## config.mk

```make
export PLATFORM = sky130hd
export DESIGN_NAME = idli_fetch_m
export DESIGN_NICKNAME = d
export VERILOG_FILES = /design/src/rtl/idli_fetch_m.sv
export SDC_FILE = /design/constraint.sdc
export NUM_CORES = 1
export LEC_CHECK = 0
export BUFFER_PORTS_ARGS = -buffer_cell sky130_fd_sc_hd__buf_2
export CAP_MARGIN = 20
export CORE_ASPECT_RATIO = 0.9
export CORE_UTILIZATION = 40
export CTS_CLUSTER_SIZE = 28
export DETAILED_ROUTE_END_ITERATION = 8
export PLACE_DENSITY = 0.65
export SYNTH_ARGS = -nofsm -noshare
export SYNTH_HDL_FRONTEND = slang
export SYNTH_SLANG_ARGS = --single-unit
```

## constraint.sdc

```tcl
create_clock -name i_fetch_gck -period 6 [get_ports i_fetch_gck]
set_clock_uncertainty 0.2 [all_clocks]
set_input_delay 0.3 -clock i_fetch_gck [delete_from_list [all_inputs] [get_ports i_fetch_gck]]
set_output_delay 0.3 -clock i_fetch_gck [all_outputs]
set_load 0.005 [all_outputs]
```

## src/rtl/idli_fetch_m.sv

```systemverilog
// Instruction fetch front end: issues a sequential SQI READ from the current
// PC and streams the returned nibbles to decode, MSB nibble first. A redirect
// from execute, or running off the top of the address space, restarts the read.
module idli_fetch_m #(
    parameter logic [15:0] RESET_PC     = 16'h0000,
    parameter logic [7:0]  READ_CMD     = 8'h03,
    parameter int unsigned DUMMY_CYCLES = 2
) (
    input  logic        i_fetch_gck,
    input  logic        i_fetch_rst_n,
    output logic        o_fetch_sqi_cs_n,
    output logic        o_fetch_sqi_oe,
    output logic [3:0]  o_fetch_sqi_dout,
    input  logic [3:0]  i_fetch_sqi_din,
    output logic [3:0]  o_fetch_enc,
    output logic        o_fetch_enc_vld,
    output logic [15:0] o_fetch_pc,
    input  logic        i_fetch_redirect,
    input  logic [15:0] i_fetch_redirect_pc
);

    typedef enum logic [2:0] {
        IDLE  = 3'd0,
        CMD   = 3'd1,
        ADDR  = 3'd2,
        DUMMY = 3'd3,
        DATA  = 3'd4
    } state_t;

    localparam logic [2:0] DUMMY_LAST = 3'(DUMMY_CYCLES - 1);

    state_t      state_q;
    state_t      state_d;
    logic [2:0]  cnt_q;
    logic [2:0]  cnt_d;
    logic [15:0] pc_q;
    logic [15:0] pc_d;
    logic [23:0] byte_addr;
    logic [3:0]  addr_nibble;

    // The memory is byte addressed; instruction words sit at even byte addresses.
    assign byte_addr  = {7'b0, pc_q, 1'b0};
    assign o_fetch_pc = pc_q;

    // State, counter and PC registers; reset drops any transaction in flight.
    always_ff @(posedge i_fetch_gck or negedge i_fetch_rst_n) begin
        if (!i_fetch_rst_n) begin
            state_q <= IDLE;
            cnt_q   <= 3'd0;
            pc_q    <= RESET_PC;
        end else begin
            state_q <= state_d;
            cnt_q   <= cnt_d;
            pc_q    <= pc_d;
        end
    end

    // Next-state sequencing: CMD -> ADDR -> DUMMY -> DATA, with redirect overriding all.
    always_comb begin
        state_d = state_q;
        cnt_d   = cnt_q;
        pc_d    = pc_q;
        case (state_q)
            IDLE: begin
                state_d = CMD;
                cnt_d   = 3'd0;
            end
            CMD: begin
                if (cnt_q == 3'd1) begin
                    state_d = ADDR;
                    cnt_d   = 3'd0;
                end else begin
                    cnt_d = cnt_q + 3'd1;
                end
            end
            ADDR: begin
                if (cnt_q == 3'd5) begin
                    state_d = DUMMY;
                    cnt_d   = 3'd0;
                end else begin
                    cnt_d = cnt_q + 3'd1;
                end
            end
            DUMMY: begin
                if (cnt_q == DUMMY_LAST) begin
                    state_d = DATA;
                    cnt_d   = 3'd0;
                end else begin
                    cnt_d = cnt_q + 3'd1;
                end
            end
            DATA: begin
                if (cnt_q == 3'd3) begin
                    cnt_d = 3'd0;
                    pc_d  = pc_q + 16'd1;
                    if (pc_q == 16'hFFFF) begin
                        state_d = IDLE;
                    end
                end else begin
                    cnt_d = cnt_q + 3'd1;
                end
            end
            default: begin
                state_d = IDLE;
                cnt_d   = 3'd0;
            end
        endcase
        if (i_fetch_redirect) begin
            state_d = IDLE;
            cnt_d   = 3'd0;
            pc_d    = i_fetch_redirect_pc;
        end
    end

    // Select the address nibble for this ADDR cycle, most significant first.
    always_comb begin
        addr_nibble = 4'h0;
        case (cnt_q)
            3'd0:    addr_nibble = byte_addr[23:20];
            3'd1:    addr_nibble = byte_addr[19:16];
            3'd2:    addr_nibble = byte_addr[15:12];
            3'd3:    addr_nibble = byte_addr[11:8];
            3'd4:    addr_nibble = byte_addr[7:4];
            3'd5:    addr_nibble = byte_addr[3:0];
            default: addr_nibble = 4'h0;
        endcase
    end

    // SQI pin and decode outputs; oe is only raised while we own the bus.
    always_comb begin
        o_fetch_sqi_cs_n = 1'b1;
        o_fetch_sqi_oe   = 1'b0;
        o_fetch_sqi_dout = 4'h0;
        o_fetch_enc      = 4'h0;
        o_fetch_enc_vld  = 1'b0;
        case (state_q)
            CMD: begin
                o_fetch_sqi_cs_n = 1'b0;
                o_fetch_sqi_oe   = 1'b1;
                o_fetch_sqi_dout = cnt_q[0] ? READ_CMD[3:0] : READ_CMD[7:4];
            end
            ADDR: begin
                o_fetch_sqi_cs_n = 1'b0;
                o_fetch_sqi_oe   = 1'b1;
                o_fetch_sqi_dout = addr_nibble;
            end
            DUMMY: begin
                o_fetch_sqi_cs_n = 1'b0;
            end
            DATA: begin
                o_fetch_sqi_cs_n = 1'b0;
                o_fetch_enc      = i_fetch_sqi_din;
                o_fetch_enc_vld  = ~i_fetch_redirect;
            end
            default: begin
                o_fetch_sqi_cs_n = 1'b1;
            end
        endcase
    end

endmodule
```

==> summary.md, run 1 <==
| Metric | Value |
|---|---|
| Via density per instance | 5.35 |
| Worst Path Buf+Inv | 1 |
| # IOs | 50 |
| Post-cts sizing count | 0 |
| Worst slew pin tran | just under 0.6 ns |
| Unique masters post-synth | slightly above 40 |
| Critical path required time | approximately 5.5 ns |
| Clock Sinks | 22 |
| Largest family of logic cells by synthesized area | simple AND/OR/NAND/NOR gates |
| CP top delay family | compound AO/OA/AOI/OAI gates |
| Initial antenna violation count | 0 |
| Mapped Cells | around 180 |
| WL final | between 3000 and 4000 microns |
| Share of cells above drive strength 1 | 24.3% |
| Synth Area per Inst | 8.50 sq um |
| DR DRC count | 0 |
| Leak Pwr | 0.000861 uW |
| RSZ-0062 raised after global routing | false |
| Fin worst setup slack | 3.43 ns |
| Multiplexer share of the synthesized area | 3.20% |
| Commonest non-fill, non-tap cell in the layout | buf_2 |
| Synth area leaders | dfrtp_1 35%, ha_1 5.6%, xnor2_1 5.0% |
| Nets | ~260 |
| Synth Area in Simple Gates | 25.9% |
| Synthesized cell area | 1560 sq um |
| Number of global-route vias before repair | approximately 1300 |
| Setup TNS Final | 0 ns |
| Cell count after placement | approximately 270 |
| Post-synth EDFFs | 0 |
| Worst slack at placement | 3.60 ns |
| Clock buffer depth | 2 |
| WL/cell | 14.3 microns |
| Fin crit share | a little over two fifths |
| Max-cap violations | 0 |
| Gr ovfl total | 0 |
| Yosys warnings | 0 |
| Clock root cell | clkbuf_8 |
| Global-route wire length before repair | 6290 microns |
| Hpwl dp | between 2000 and 3000 microns |
| Drt pass-1 iters | 4 |
| Power, Total | just over 500 uW |
| Placeable Area | between 3000 and 4000 sq um |
| Post-Synth XOR/XNOR Area | 7.84% |
| CP dominant cell by count | ha_1 |
| Largest stage delay, worst path | around 0.4 ns |
| Total Die Area | 4160 sq um |
| Drt first-iter violations | approximately 90 |
| Worst Path Max Fanout | 9 |
| Power density cells | ~280 nW/um^2 |
| Adder-cell share of the synthesized area | around 5.6% |
| FP Rows | 21 |
| Largest net degree at the start of global routing | 37 |
| Crit-path cells | ha_1 > ha_1 > a211o_1 > o21ai_1 > nand2b_1 > a21oi_1 > buf_2 |
| Most frequent cells in the layout | 49 x buf_2, 22 x dfrtp_1, 19 x nand2_1 |
| Worst Path Arrival | just over 2 ns |
| Critical path class | reg2out |
| Post-synth top flop | dfrtp_1 |
| Layout fillers | 400 |
| Total Routing Usage GR | about a fifth |
| Final ANT Viol Nets | 0 |
| Area delta synth->final | 20.7% |
| H-Tree Depth | 1 |
| Sequential cell area | around 550 sq um |
| Worst Setup End Kind | output pin |
| Synth Area in Compound Gates | 16.5% |
| Die height | 61.3 microns |
| Max_slew headroom | 60.9% |
| Worst-Skew Late Latency | ~0.26 ns |
| Register area share after synthesis | 35.2% |
| Multi-input gate area | roughly 920 sq um |
| Vias | 1455 |
| Worst vdd ir | between 0.1 and 0.15 mV |
| Fmax | roughly 0.39 GHz |
| Finished Layout Cells | 272 |
| Synth top area share | a little over a third |
| Final setup violation count | 0 |
| CTS tree | built |
| Status | finished, final reports clean |
| IO Port Bufs | slightly below 50 |
| Inserted Diodes | 0 |
| Slowest CP cell | dfrtp_1 |
| FF+latch count, synth | 22 |
| Die W | slightly below 70 microns |
| Largest area contributor in the synthesized netlist | dfrtp_1 |
| Post-layout util | between 50% and 60% |
| Post-synth ARST share | 100% |
| Worst-path clk slew | ~0.08 ns |
| Crit path time final | around 2.6 ns |
| Syn Nets | 214 |
| Setup crit start kind | flop |
| Hold Path Class | in2reg |
| Starting density of the core | 41.9% |
| Hold Vio Cnt, Final | 0 |
| Clock buffer count from CTS | 3 |
| Slew Limit Fails | 0 |
| RePlAce Congestion | approximately 0.85 |
[final timing paths]
check	startpoint	end	slack, ns	depth (start not counted)
hold reg to reg	o_fetch_pc[15]	state_q[2]	0.35	1
setup / recovery	cnt_q[0]	o_fetch_sqi_dout[0]	3.43	7
min in group asynchronous	i_fetch_rst_n	o_fetch_pc[12]	0.32	2
max in group asynchronous	i_fetch_rst_n	cnt_q[0]	4.95	2
hold / removal	i_fetch_redirect_pc[7]	o_fetch_pc[7]	0.04	3
setup reg to reg	cnt_q[0]	o_fetch_pc[11]	3.57	6
[cells by family after synthesis]
family / after synthesis
AND/OR/NAND/NOR: 77
AO/OA/AOI/OAI: 39
flip-flops: 22
buffers and inverters: 20
XOR/XNOR: 14
adder cells (fa/ha/maj): 7
multiplexers: 5
[cell usage after synthesis (2+ instances only)]
master	instances
nor2b_1	3
a211o_1	2
a31oi_1	3
nand2_1	19
a22oi_1	4
nand3_1	6
ha_1	7
clkbuf_1	7
mux2i_1	5
nor2_1	15
nor4_1	6
buf_2	3
a2bb2oi_1	2
nand4_1	6
a222oi_1	2
o21ai_1	8
xnor2_1	9
a21o_1	3
a21oi_1	3
a22o_1	2
nor3_1	7
inv_1	8
xor2_1	5
and3_1	5
o21ai_0	7
dfrtp_1	22
[worst min-delay path: stages]
cell	delay, ns
buf_2	0.07
nand2_1	0.04
o21ai_0	0.05
[cell type report]
type                    instances  share of cell area, %
repair buffers                 50                   13.5
multi-input cells             142                   48.9
inverters                       8                   1.59
flip-flops and latches         22                   29.2
well taps                      46                   3.05
clock buffers                   3                   2.19
clock inverters                 1                   1.59
[power by group]
part | switching [uW] | leakage, uW | internal, uW
Sequential | 39.8 | 0.000271 | 167
Clock | 50.2 | 0.0000357 | 89.1
Combinational | 88.9 | 0.000555 | 84.4
[through the flow]
step / cell area, sq um / hold slack (ns)
CTS: 1890 / 0.0324
finish: 1890 / 0.0382
global route: 1890 / 0.0500
detailed placement: 1810 / 0.0984
global placement: 1810 / 0.0922
floorplan: 1560 / -0.196
[timing repair]
item,4_1_cts,5_1_grt
hold buffers,1,0
setup buffers,0,0
endpoints found under the hold margin,22,0
[sequential cells by signal (all words and copies together) (netlist names)]
register    cells
cnt_q           3
o_fetch_pc     16
state_q         3
[per-layer routing]
layer  track usage, %  wire length [microns]
met1             28.9                   1900
met2             31.7                   1720
met3             5.00                    237
met4             4.46                     21
met5                0                      0
Power figures use the tool's default switching activity.
==> run 2, diff against run 1 <==
Settings changed: PLACE_DENSITY 0.65 to 0.68.
Clock period 6 ns to 2.2 ns, I/O delays scaled along.
==> run 2 against run 1 <==
The flow now finishes with violations (setup timing); count of clock-buffer cells in the layout is the same; global-route usage increased by 2.0 points; sequential cell count unchanged; cell count grew 13%; hold slack got worse by 0.017 ns; worst setup slack worse by 3.5 ns; combinational power rose to 3.9 times the previous value; total power rose to 3.1 times the previous value; wire length is 17% higher; critical path depth unchanged.
==> summary.md, run 2 (synthesis results as in run 1) <==
| Metric | Value |
|---|---|
| Status | finished, violations left |
| Failing checks | setup timing |
| Number of global-route vias before repair | about 1400 |
| Final setup violation count | 3 |
| Clock Sinks | 22 |
| Worst-Skew Late Latency | between 0.2 and 0.3 ns |
| Die W | between 60 and 70 microns |
| Worst Setup End Kind | output pin |
| Vias | 1688 |
| Hpwl dp | 3040 microns |
| Clock buffer depth | 2 |
| Placeable Area | around 3700 sq um |
| Crit path time final | roughly 2.2 ns |
| Clock root cell | clkbuf_8 |
| Starting density of the core | between 40% and 50% |
| Hold depth | 2 |
| Max reg flops | 16 |
| Hold EP | cnt_q[2] |
| Min-Delay Startpoint | i_fetch_redirect |
| Drt pass-1 iters | 4 |
| DR DRC count | 0 |
| Inserted Diodes | 0 |
| Total Die Area | ~4200 sq um |
| RePlAce Congestion | approximately 0.9 |
| Power density cells | between 700 and 800 nW/um^2 |
| Sequential cell area | between 500 and 600 sq um |
| Setup crit start kind | flop |
| # IOs | 50 |
| Die height | 61.3 microns |
| Via density per instance | roughly 5.5 |
| Layout fillers | 326 |
| Fmax | between 0.4 and 0.5 GHz |
| Register-to-Register Path Depth | 7 |
| Worst slew pin tran | around 0.53 ns |
| Area delta synth->final | 44.7% |
| Gr ovfl total | 0 |
| WL final | approximately 4500 microns |
| Share of cells above drive strength 1 | between 30% and 40% |
| Drt first-iter violations | 117 |
| Switching share of power | a little over a third |
| H-Tree Depth | 1 |
| Multi-input gate area | 1000 sq um |
| Most frequent cells in the layout | 49 x buf_2, 22 x dfrtp_1, 19 x nand2_1 |
| IO Port Bufs | slightly below 50 |
| Dpl cell area | ~1900 sq um |
| Hold Path Class | in2reg |
| Final ANT Viol Nets | 0 |
| Slew Limit Fails | 0 |
| Commonest non-fill, non-tap cell in the layout | buf_2 |
| Max_slew headroom | 64.4% |
| Combinational power share | 42.2% |
| Initial antenna violation count | 0 |
| Worst vdd ir | about 0.37 mV |
| Nets | approximately 290 |
| RSZ-0062 raised after global routing | true |
| Clock buffer count from CTS | 3 |
| Share of power burned in registers | between 30% and 40% |
| Largest net degree at the start of global routing | 23 |
| Clk network pwr share | between 20% and 30% |
| Global-route wire length before repair | 6820 microns |
| Fin crit share | 102% |
| WL/cell | ~15 microns |
| Worst-path clk slew | around 0.09 ns |
| FP Rows | 21 |
| Pint | ~1000 uW |
| Leak Pwr | approximately 0.001 uW |
| Psw | approximately 550 uW |
| Cell area after layout | approximately 2300 sq um |
| Worst R2R Start | cnt_q[1] |
| Max-cap violations | 0 |
| R2R setup slack | approximately 0.080 ns |
| Worst Path Max Fanout | 6 |
| Worst Path Arrival | 1.93 ns |
| Fin worst setup slack | -0.0412 ns |
| CTS tree | built |
| Worst slack at placement | between 0.04 and 0.05 ns |
| Total Routing Usage GR | roughly 22% |
| Critical path class | reg2out |
| Critical path required time | 1.89 ns |
| Reg2Reg Capture Point | o_fetch_pc[11] |
| Hold Vio Cnt, Final | 0 |
## run 2: worst max-delay path by stage
stage	startpoint	to	slack (ns)
after floorplan	cnt_q[2]	o_fetch_pc[11]	0.004
after global placement	cnt_q[1]	o_fetch_pc[11]	0.10
after detailed placement	cnt_q[1]	o_fetch_pc[11]	0.05
after CTS	cnt_q[1]	o_fetch_sqi_dout[0]	0.003
after global routing	cnt_q[1]	o_fetch_sqi_dout[0]	-0.1
final	cnt_q[1]	o_fetch_sqi_dout[0]	-0.04
## run 2: stage by stage
step	cells	hold slack [ns]	setup TNS [ns]	power [uW]	util, %
after global routing	306	0.0365	-0.247	1690	60.7
after CTS	301	0.0292	0	1520	58.1
after global placement	280	-0.0969	0	1080	51.0
after detailed placement	280	-0.0913	0	1090	51.0
after floorplan	184	-0.386	0	884	-
final	306	0.0211	-0.0964	1590	60.7
## run 2: per-layer routing
metal	wire, microns	share of wire (%)	GRT usage [%]
met1	2010	44	31.6
met2	2150	47	36.4
met3	299	6.6	3.89
met4	74	1.6	4.76
met5	0	0	0
## run 2: power groups by stage
| stage | logic (uW) | clock network (uW) | registers, uW |
|---|---|---|---|
| 2_1_floorplan | 368 | 0 | 517 |
| 3_3_place_gp | 551 | 0 | 533 |
| 3_5_place_dp | 556 | 0 | 534 |
| 4_1_cts | 591 | 397 | 526 |
| 5_1_grt | 738 | 413 | 537 |
| 6_report | 671 | 392 | 529 |
## run 2: critical path, stage by stage (launching register included)
cell and delay, ns:
dfrtp_1 0.41, ha_2 0.22, ha_4 0.19, a211o_1 0.27
o21ai_2 0.23, nand2b_4 0.17, a21oi_2 0.05, buf_2 0.12
## run 2: repair_timing
action	CTS	global route
gates resized for setup	5	12
hold buffers	17	0
pin swaps	0	4
endpoints found under the hold margin	38	0
setup buffers	0	5
setup endpoints to repair	5	4
## run 2: layout make-up
class,instances,area share (%)
clock buffer,3,1.82
clock inverter,1,1.33
inverter,8,1.33
multi-input combinational,142,44.3
sequential,22,24.3
tap,46,2.54
timing repair buffer,84,24.3
==> run 3, diff against run 2 <==
Settings changed: HOLD_SLACK_MARGIN set to 0.08, SLEW_MARGIN set to 15.
==> run 3 against run 2 <==
The run still ends with setup timing left; fmax shrank 0.44%; first-iteration DRC count is 54% higher; largest power group unchanged; via count up 0.59%; core utilization grew 1.3 points; total power up 0.69%; cell count grew 1.6%; critical path depth unchanged; count of clock-buffer cells in the layout unchanged; non-clock buffer count up 5; sequential share of layout area decreased by 0.53 points; largest cell class unchanged.
==> summary.md, run 3 (synthesis results as in run 1) <==
| Metric | Value |
|---|---|
| Status | finished, violations left |
| Failing checks | setup timing |
| Crit path time final | roughly 2.3 ns |
| # IOs | 50 |
| Worst slew pin tran | between 0.5 and 0.6 ns |
| WL/cell | around 15 microns |
| Worst Path Arrival | a little under 2 ns |
| Most frequent cells in the layout | 49 x buf_2, 22 x dfrtp_1, 22 x dlygate4sd3_1 |
| Die W | 67.9 microns |
| IO Port Bufs | 49 |
| Via density per instance | ~5.5 |
| Global-route wire length before repair | 7040 microns |
| Worst vdd ir | ~0.37 mV |
| Inserted Diodes | 0 |
| DR DRC count | 0 |
| Total Routing Usage GR | a little under a quarter |
| Max reg flops | 16 |
| Largest net degree at the start of global routing | 23 |
| Share of cells above drive strength 1 | between 30% and 40% |
| Initial antenna violation count | 0 |
| RSZ-0062 raised after global routing | true |
| Hold Path Class | in2async |
| Drt first-iter violations | 180 |
| Worst-path clk slew | about 0.09 ns |
| Worst Path Max Fanout | 6 |
| Number of global-route vias before repair | between 1500 and 2000 |
| Clock buffer count from CTS | 3 |
| Gr ovfl total | 0 |
| Final setup violation count | 3 |
| Final ANT Viol Nets | 0 |
| Fin Hold WS | ~0.13 ns |
| Vias | about 1700 |
| WL final | roughly 4600 microns |
| Fin crit share | 102% |
| Fmax | ~0.44 GHz |
| Area delta synth->final | 47.9% |
| Clock Sinks | 22 |
| Power density cells | just under 700 nW/um^2 |
| Worst Setup End Kind | output pin |
| Worst slack at placement | between 0.04 and 0.05 ns |
| Max_slew headroom | ~65% |
| Hpwl dp | between 3000 and 4000 microns |
| Clock root cell | clkbuf_8 |
| Max-cap violations | 0 |
| Critical path required time | 1.89 ns |
| Critical path class | reg2out |
| Starting density of the core | 41.9% |
| Commonest non-fill, non-tap cell in the layout | buf_2 |
| Hold Vio Cnt, Final | 0 |
| Layout fillers | 324 |
| Placeable Area | ~3700 sq um |
| Drt pass-1 iters | 4 |
| Nets | a little under 300 |
| Total Die Area | ~4200 sq um |
| Worst-Skew Late Latency | around 0.27 ns |
| Leak Pwr | ~0.0010 uW |
| Clock buffer depth | 2 |
| CTS tree | built |
| RePlAce Congestion | about 0.9 |
| H-Tree Depth | 1 |
| Slew Limit Fails | 0 |
| Fin worst setup slack | -0.0511 ns |
| FP Rows | 21 |
| Setup crit start kind | flop |
| Die height | 61.3 microns |
## run 3: what timing repair did
item / CTS / global route
hold buffers: 22 / 0
endpoints found under the setup margin: 5 / 4
pin swaps: 0 / 4
gates resized for setup: 5 / 12
cloned: 0 / 0
endpoints found under the hold margin: 42 / 0
setup buffers: 0 / 5
## run 3: final timing paths
kind	start	endpoint	slack [ns]	depth (start not counted)
worst max-delay path	cnt_q[1]	o_fetch_sqi_dout[0]	-0.05	7
worst min-delay path	i_fetch_rst_n	o_fetch_pc[10]	0.13	2
worst max register to register	cnt_q[1]	o_fetch_pc[11]	0.08	7
worst min register to register	o_fetch_pc[15]	state_q[2]	0.36	1
max in group asynchronous	i_fetch_rst_n	o_fetch_pc[5]	1.34	2
min in group i_fetch_gck	i_fetch_sqi_din[2]	o_fetch_enc[2]	0.32	3
## run 3: per-layer routing
layer	wire length (microns)	GRT usage [%]
met1	2090	31.9
met2	2160	38.5
met3	308	3.89
met5	0	0
met4	46	4.76
## run 3: power by group
part	switching (uW)	internal, uW
registers	72.9	456
logic	335	344
clock network	152	244
total	560	1040
## run 3: area by class of cell
cell class / count / area [sq um] / area share, %
Clock inverter: 1 / 30.0 / 1.30
Clock buffer: 3 / 41.3 / 1.78
Sequential cell: 22 / 551 / 23.8
Timing Repair Buffer: 89 / 601 / 26.0
Inverter: 8 / 30.0 / 1.30
Tap cell: 46 / 57.6 / 2.49
Multi-Input combinational cell: 142 / 1000 / 43.4
## run 3: critical path: stages (launching register included)
cell	delay, ns
dfrtp_1	0.41
ha_2	0.22
ha_4	0.19
a211o_1	0.27
o21ai_2	0.23
nand2b_4	0.17
a21oi_2	0.05
buf_2	0.12
## run 3: through the flow
stage / util, % / TNS [ns] / total power [uW] / std cells / instance area (sq um)
after floorplan: - / 0 / 884 / 184 / 1570
after global placement: 51.0 / 0 / 1080 / 280 / 1900
after detailed placement: 51.0 / 0 / 1090 / 280 / 1900
after CTS: 59.4 / 0 / 1520 / 306 / 2220
after global routing: 62.0 / -0.247 / 1700 / 311 / 2310
final: 62.0 / -0.121 / 1600 / 311 / 2310
